===== config.mk =====
export PLATFORM = sky130hd
export DESIGN_NAME = int_ctrl
export DESIGN_NICKNAME = d
export VERILOG_FILES = /design/src/rtl/int_ctrl_pkg.sv /design/src/rtl/int_ctrl_prio_enc4.sv /design/src/rtl/int_ctrl.sv
export SDC_FILE = /design/constraint.sdc
export NUM_CORES = 1
export LEC_CHECK = 0
export ABC_AREA = 1
export BUFFER_PORTS_ARGS = -buffer_cell sky130_fd_sc_hd__buf_2
export CAP_MARGIN = 15
export CORE_AREA = 5 5 42 44
export CTS_BUF_LIST = sky130_fd_sc_hd__clkbuf_8
export DETAILED_ROUTE_END_ITERATION = 6
export DIE_AREA = 0 0 47 49
export PLACE_DENSITY_LB_ADDON = 0.25
export SLEW_MARGIN = 20
export SYNTH_ARGS = -nofsm -noshare
export SYNTH_HDL_FRONTEND = slang
export SYNTH_SLANG_ARGS = --single-unit

===== constraint.sdc =====
create_clock -name clk -period 1.85 [get_ports clk]
set_clock_uncertainty 0.15 [all_clocks]
set_input_delay 0.2775 -clock clk [delete_from_list [all_inputs] [get_ports clk]]
set_output_delay 0.2775 -clock clk [all_outputs]
set_load 0.01 [all_outputs]

===== src/rtl/int_ctrl_pkg.sv =====
// Shared types and sizing for the int_ctrl interrupt controller.
package int_ctrl_pkg;

    localparam int unsigned N_SRC = 4;
    localparam int unsigned ID_W  = 2;

    typedef enum logic [1:0] {
        IDLE    = 2'b00,
        ASSERT  = 2'b01,
        SERVICE = 2'b10
    } state_e;

    // Priority encoder result: valid flag plus winning index.
    typedef struct packed {
        logic            valid;
        logic [ID_W-1:0] idx;
    } prio_t;

endpackage


===== src/rtl/int_ctrl_prio_enc4.sv =====
// Combinational 4-input priority encoder; bit 0 has the highest priority.
module prio_enc4
    import int_ctrl_pkg::*;
(
    input  logic [3:0] eligible,
    output prio_t      res
);

    always_comb begin
        res = '0;
        if (eligible[0]) begin
            res.valid = 1'b1;
            res.idx   = 2'd0;
        end else if (eligible[1]) begin
            res.valid = 1'b1;
            res.idx   = 2'd1;
        end else if (eligible[2]) begin
            res.valid = 1'b1;
            res.idx   = 2'd2;
        end else if (eligible[3]) begin
            res.valid = 1'b1;
            res.idx   = 2'd3;
        end
    end

endmodule


===== src/rtl/int_ctrl.sv =====
// Edge-triggered, maskable, fixed-priority interrupt controller with a
// non-nesting IDLE/ASSERT/SERVICE handshake towards the CPU.
module int_ctrl #(
    parameter int unsigned N_SRC = int_ctrl_pkg::N_SRC,
    parameter int unsigned ID_W  = int_ctrl_pkg::ID_W
) (
    input  logic             clk,
    input  logic             rst,
    input  logic [N_SRC-1:0] irq,
    input  logic             mask_wr,
    input  logic [N_SRC-1:0] mask_din,
    input  logic             ack,
    input  logic             eoi,
    output logic             INT,
    output logic [ID_W-1:0]  int_id,
    output logic [N_SRC-1:0] pending,
    output logic             busy
);
    import int_ctrl_pkg::*;

    state_e           state;
    state_e           state_nxt;
    logic [N_SRC-1:0] irq_q;
    logic [N_SRC-1:0] mask;
    logic [N_SRC-1:0] rise;
    logic [N_SRC-1:0] clr;
    logic [N_SRC-1:0] pending_nxt;
    logic [ID_W-1:0]  id_nxt;
    prio_t            prio;

    prio_enc4 u_prio (
        .eligible (pending & mask),
        .res      (prio)
    );

    // Pending bookkeeping: a new edge beats a same-cycle acknowledge clear.
    always_comb begin
        rise = irq & ~irq_q;
        clr  = '0;
        if (state == ASSERT && ack) begin
            clr[int_id] = 1'b1;
        end
        pending_nxt = (pending & ~clr) | rise;
    end

    always_comb begin
        state_nxt = state;
        id_nxt    = int_id;
        case (state)
            IDLE: begin
                if (prio.valid) begin
                    state_nxt = ASSERT;
                    id_nxt    = prio.idx;
                end
            end
            ASSERT: begin
                if (ack) begin
                    state_nxt = SERVICE;
                end
            end
            SERVICE: begin
                if (eoi) begin
                    state_nxt = IDLE;
                end
            end
            default: state_nxt = IDLE;
        endcase
    end

    // INT and busy are flopped copies of the next-state decode, so they track state exactly.
    always_ff @(posedge clk) begin
        if (rst) begin
            state   <= IDLE;
            irq_q   <= '0;
            mask    <= '1;
            pending <= '0;
            int_id  <= '0;
            INT     <= 1'b0;
            busy    <= 1'b0;
        end else begin
            state   <= state_nxt;
            irq_q   <= irq;
            pending <= pending_nxt;
            int_id  <= id_nxt;
            INT     <= (state_nxt == ASSERT);
            busy    <= (state_nxt == SERVICE);
            if (mask_wr) begin
                mask <= mask_din;
            end
        end
    end

endmodule


==> impl_results.md <==
* Req. time, crit path at 1.42 ns
* Routed length per placed instance at 9.39 um
* Maximum capacitance violations at 0
* Reg area at 360 um2
* Synthesized area at 674 um2
* Ant diodes at 0
* Max VDD drop at 0.000546 V
* Mapped Cells at 94
* Area growth from synthesis to layout at 22.8%
* Routed Antenna Nets at 0
* Top cells by area, synth: dfxtp_1 53%, nand2_1 18%, inv_1 9.5%, nand3_1 4.5%, nor2_1 3.9%
* CTS tree: built
* Setup CP Type: reg -> out
* Critical Path AT at 0.79 ns
* Critical path fanouts, max at 4
* Slew @ Worst Pin at 0.297 ns
* Most frequent cell after synthesis: nand2_1
* RR Startpoint: pending[0]$_SDFF_PP0_
* HP Class: in -> reg
* Flop2flop setup slack at 0.70 ns
* Post-synth top area share at 0.534
* EDFF count, synth at 0
* Tcrit/Tclk final at 0.655
* Residual DRC count at 0
* Unrepaired setup endpoints after global routing: false
* Final setup vio count at 0
* Placed Area at 787 um2
* Dpl hpwl at 974 um
* Leak at 0.456 nW
* F_max at 825 MHz
* Total grt overflow at 0
* H-tree Lvls at 1
* Die Y at 49 um
* Final-report hold violation count at 0
* Critical path's slowest cell: dfxtp_1
* Main synth FF type: dfxtp_1
* Seq/Total Area, Yosys at 0.534
* Starting Density at 0.481
* Worst relative slew slack at 0.802
* Share of cells above drive strength 1 at 0.198
* Post-synthesis register bit count at 18
* Number of port buffers at 20
* Synth top cells by count: 32 x nand2_1, 18 x dfxtp_1, 17 x inv_1, 7 x nor2_1, 6 x nand3_1
* Clock sink count at 18
* Yosys cell types at 10
* Status: complete, no violations
* Largest net degree at the start of global routing at 12
* Critical Path Source: int_id[0]$_SDFFE_PP0P_
* Reg2Reg Depth at 6
* Core area at 1400 um2
* Cell taking the most area after synthesis: dfxtp_1
* Critical path capture point type: output port
* FFs w/ async S/R, synth at 0
* 1st-iter DRT viols at 5
* Fillcell total at 149
* Worst R2R End: INT$_SDFF_PP0_
* DR vias at 621
* Mapped Avg Cell Area at 7.17 um2
* Clock root buffer: clkbuf_8
* GRT Total Usage at 0.125
* Final nets at 131
* Die ar. at 2300 um2
* Critical Path Stages at 1
* Clk_lat worst skew at 0.25 ns
* Post-CTS Setup Inserts at 0
* First-pass GRT wire length at 2170 um
* CP Launch Type: flop
* CP top delay family: flip-flops
* Total CTS buffers at 3
* Post-layout min period at 1.21 ns
* Multi-input logic area at 243 um2
* Die width at 47 um
* # rows at 14
* Max incr delay on CP at 0.38 ns
* Setup tns final at 0 ns
* GP Congestion at 0.763
* Critical-path cell list: buf_2
* Setup crit end: int_id[0]
* Initial antenna violation count at 0
* # hold bufs at CTS at 0
* IO Count at 21
* Design area at 828 um2
* Synth Warn # at 0
* Number of global-route vias before repair at 572
* Final wirelength at 1240 um
* CP bufs+invs at 1
* Count of pins over their slew limit at 0
* DRT Pass-1 Iters at 4
* Clk buf depth at 2
* CTS clk-pin slew, worst paths at 0.06 ns
* Syn nets at 107
* Via density at 4.70
* Pwr Density at 1040 nW/um2
* Post-CTS sizing at 0
==> layer usage <==
layer | vias up | wire, um | GRT usage
li1 | 333 | - | -
met1 | 268 | 586 | 0.166
met2 | 16 | 533 | 0.181
met3 | 4 | 101 | 0.0369
met4 | 0 | 19 | 0.0553
met5 | - | 0 | 0
==> layout by cell type, fill, tap and decap left out, drive strengths merged <==
master,synthesis,final
nand3,6,6
buf,1,20
nor3,4,4
clkbuf,0,3
nand2,32,32
or3,1,1
nor2,7,7
o21ai,5,5
a21oi,3,3
inv,17,17
dfxtp,18,18
==> power breakdown <==
part           leakage [nW]  switching, W  internal (W)  total (W)
clock                0.0216      0.000122      0.000145   0.000266
sequential            0.150     0.0000245      0.000427   0.000451
combinational         0.285     0.0000834     0.0000571   0.000141
==> cells by family after synthesis <==
| kind of cell | synth area share |
|---|---|
| buffers and inverters | 0.106 |
| AOI/OAI and AO/OA | 0.0594 |
| DFF | 0.534 |
| and+or+nand+nor | 0.301 |
==> metrics by stage <==
stage / total power, W / hold slack [ns] / worst slack [ns] / instances / util
after floorplan: 0.000547 / 0.197 / 0.753 / 94 / -
after global placement: 0.000598 / 0.293 / 0.722 / 129 / 0.562
after detailed placement: 0.000601 / 0.297 / 0.703 / 129 / 0.562
after CTS: 0.000864 / 0.0924 / 0.638 / 132 / 0.591
after global routing: 0.000907 / 0.0944 / 0.579 / 132 / 0.591
final: 0.000858 / 0.0905 / 0.637 / 132 / 0.591
==> sequential cells by signal, indices dropped and copies added (netlist names) <==
signal	count
irq_q	4
mask	4
pending	4
int_id	2
state	2
INT	1
busy	1
==> how the worst min path moves through the flow <==
stage | start | end | slack, ns | cells after the start
2_1_floorplan | rst | busy$_SDFF_PP0_ | 0.20 | 1
3_3_place_gp | irq_q[1]$_SDFF_PP0_ | pending[1]$_SDFF_PP0_ | 0.29 | 3
3_5_place_dp | irq_q[0]$_SDFF_PP0_ | pending[0]$_SDFF_PP0_ | 0.30 | 3
4_1_cts | irq[1] | irq_q[1]$_SDFF_PP0_ | 0.09 | 3
5_1_grt | mask_din[3] | mask[3]$_SDFFE_PP1P_ | 0.09 | 3
6_report | mask_din[0] | mask[0]$_SDFFE_PP1P_ | 0.09 | 3
==> cell type report <==
type	instances	share of cell area
Sequential cell	18	0.435
Timing Repair Buffer	20	0.121
Multi-Input combinational cell	58	0.293
Inverter	17	0.0770
Tap cell	16	0.0242
Clock buffer	3	0.0498
==> worst reg2reg max path, cell delays in order, from the launching register on <==
cell and delay, ns:
dfxtp_1 0.33, nand2_1 0.09, nand2_1 0.05, nand2_1 0.09, nand2_1 0.07, o21ai_0 0.20, inv_1 0.06
(Power assumes the default switching activity.)
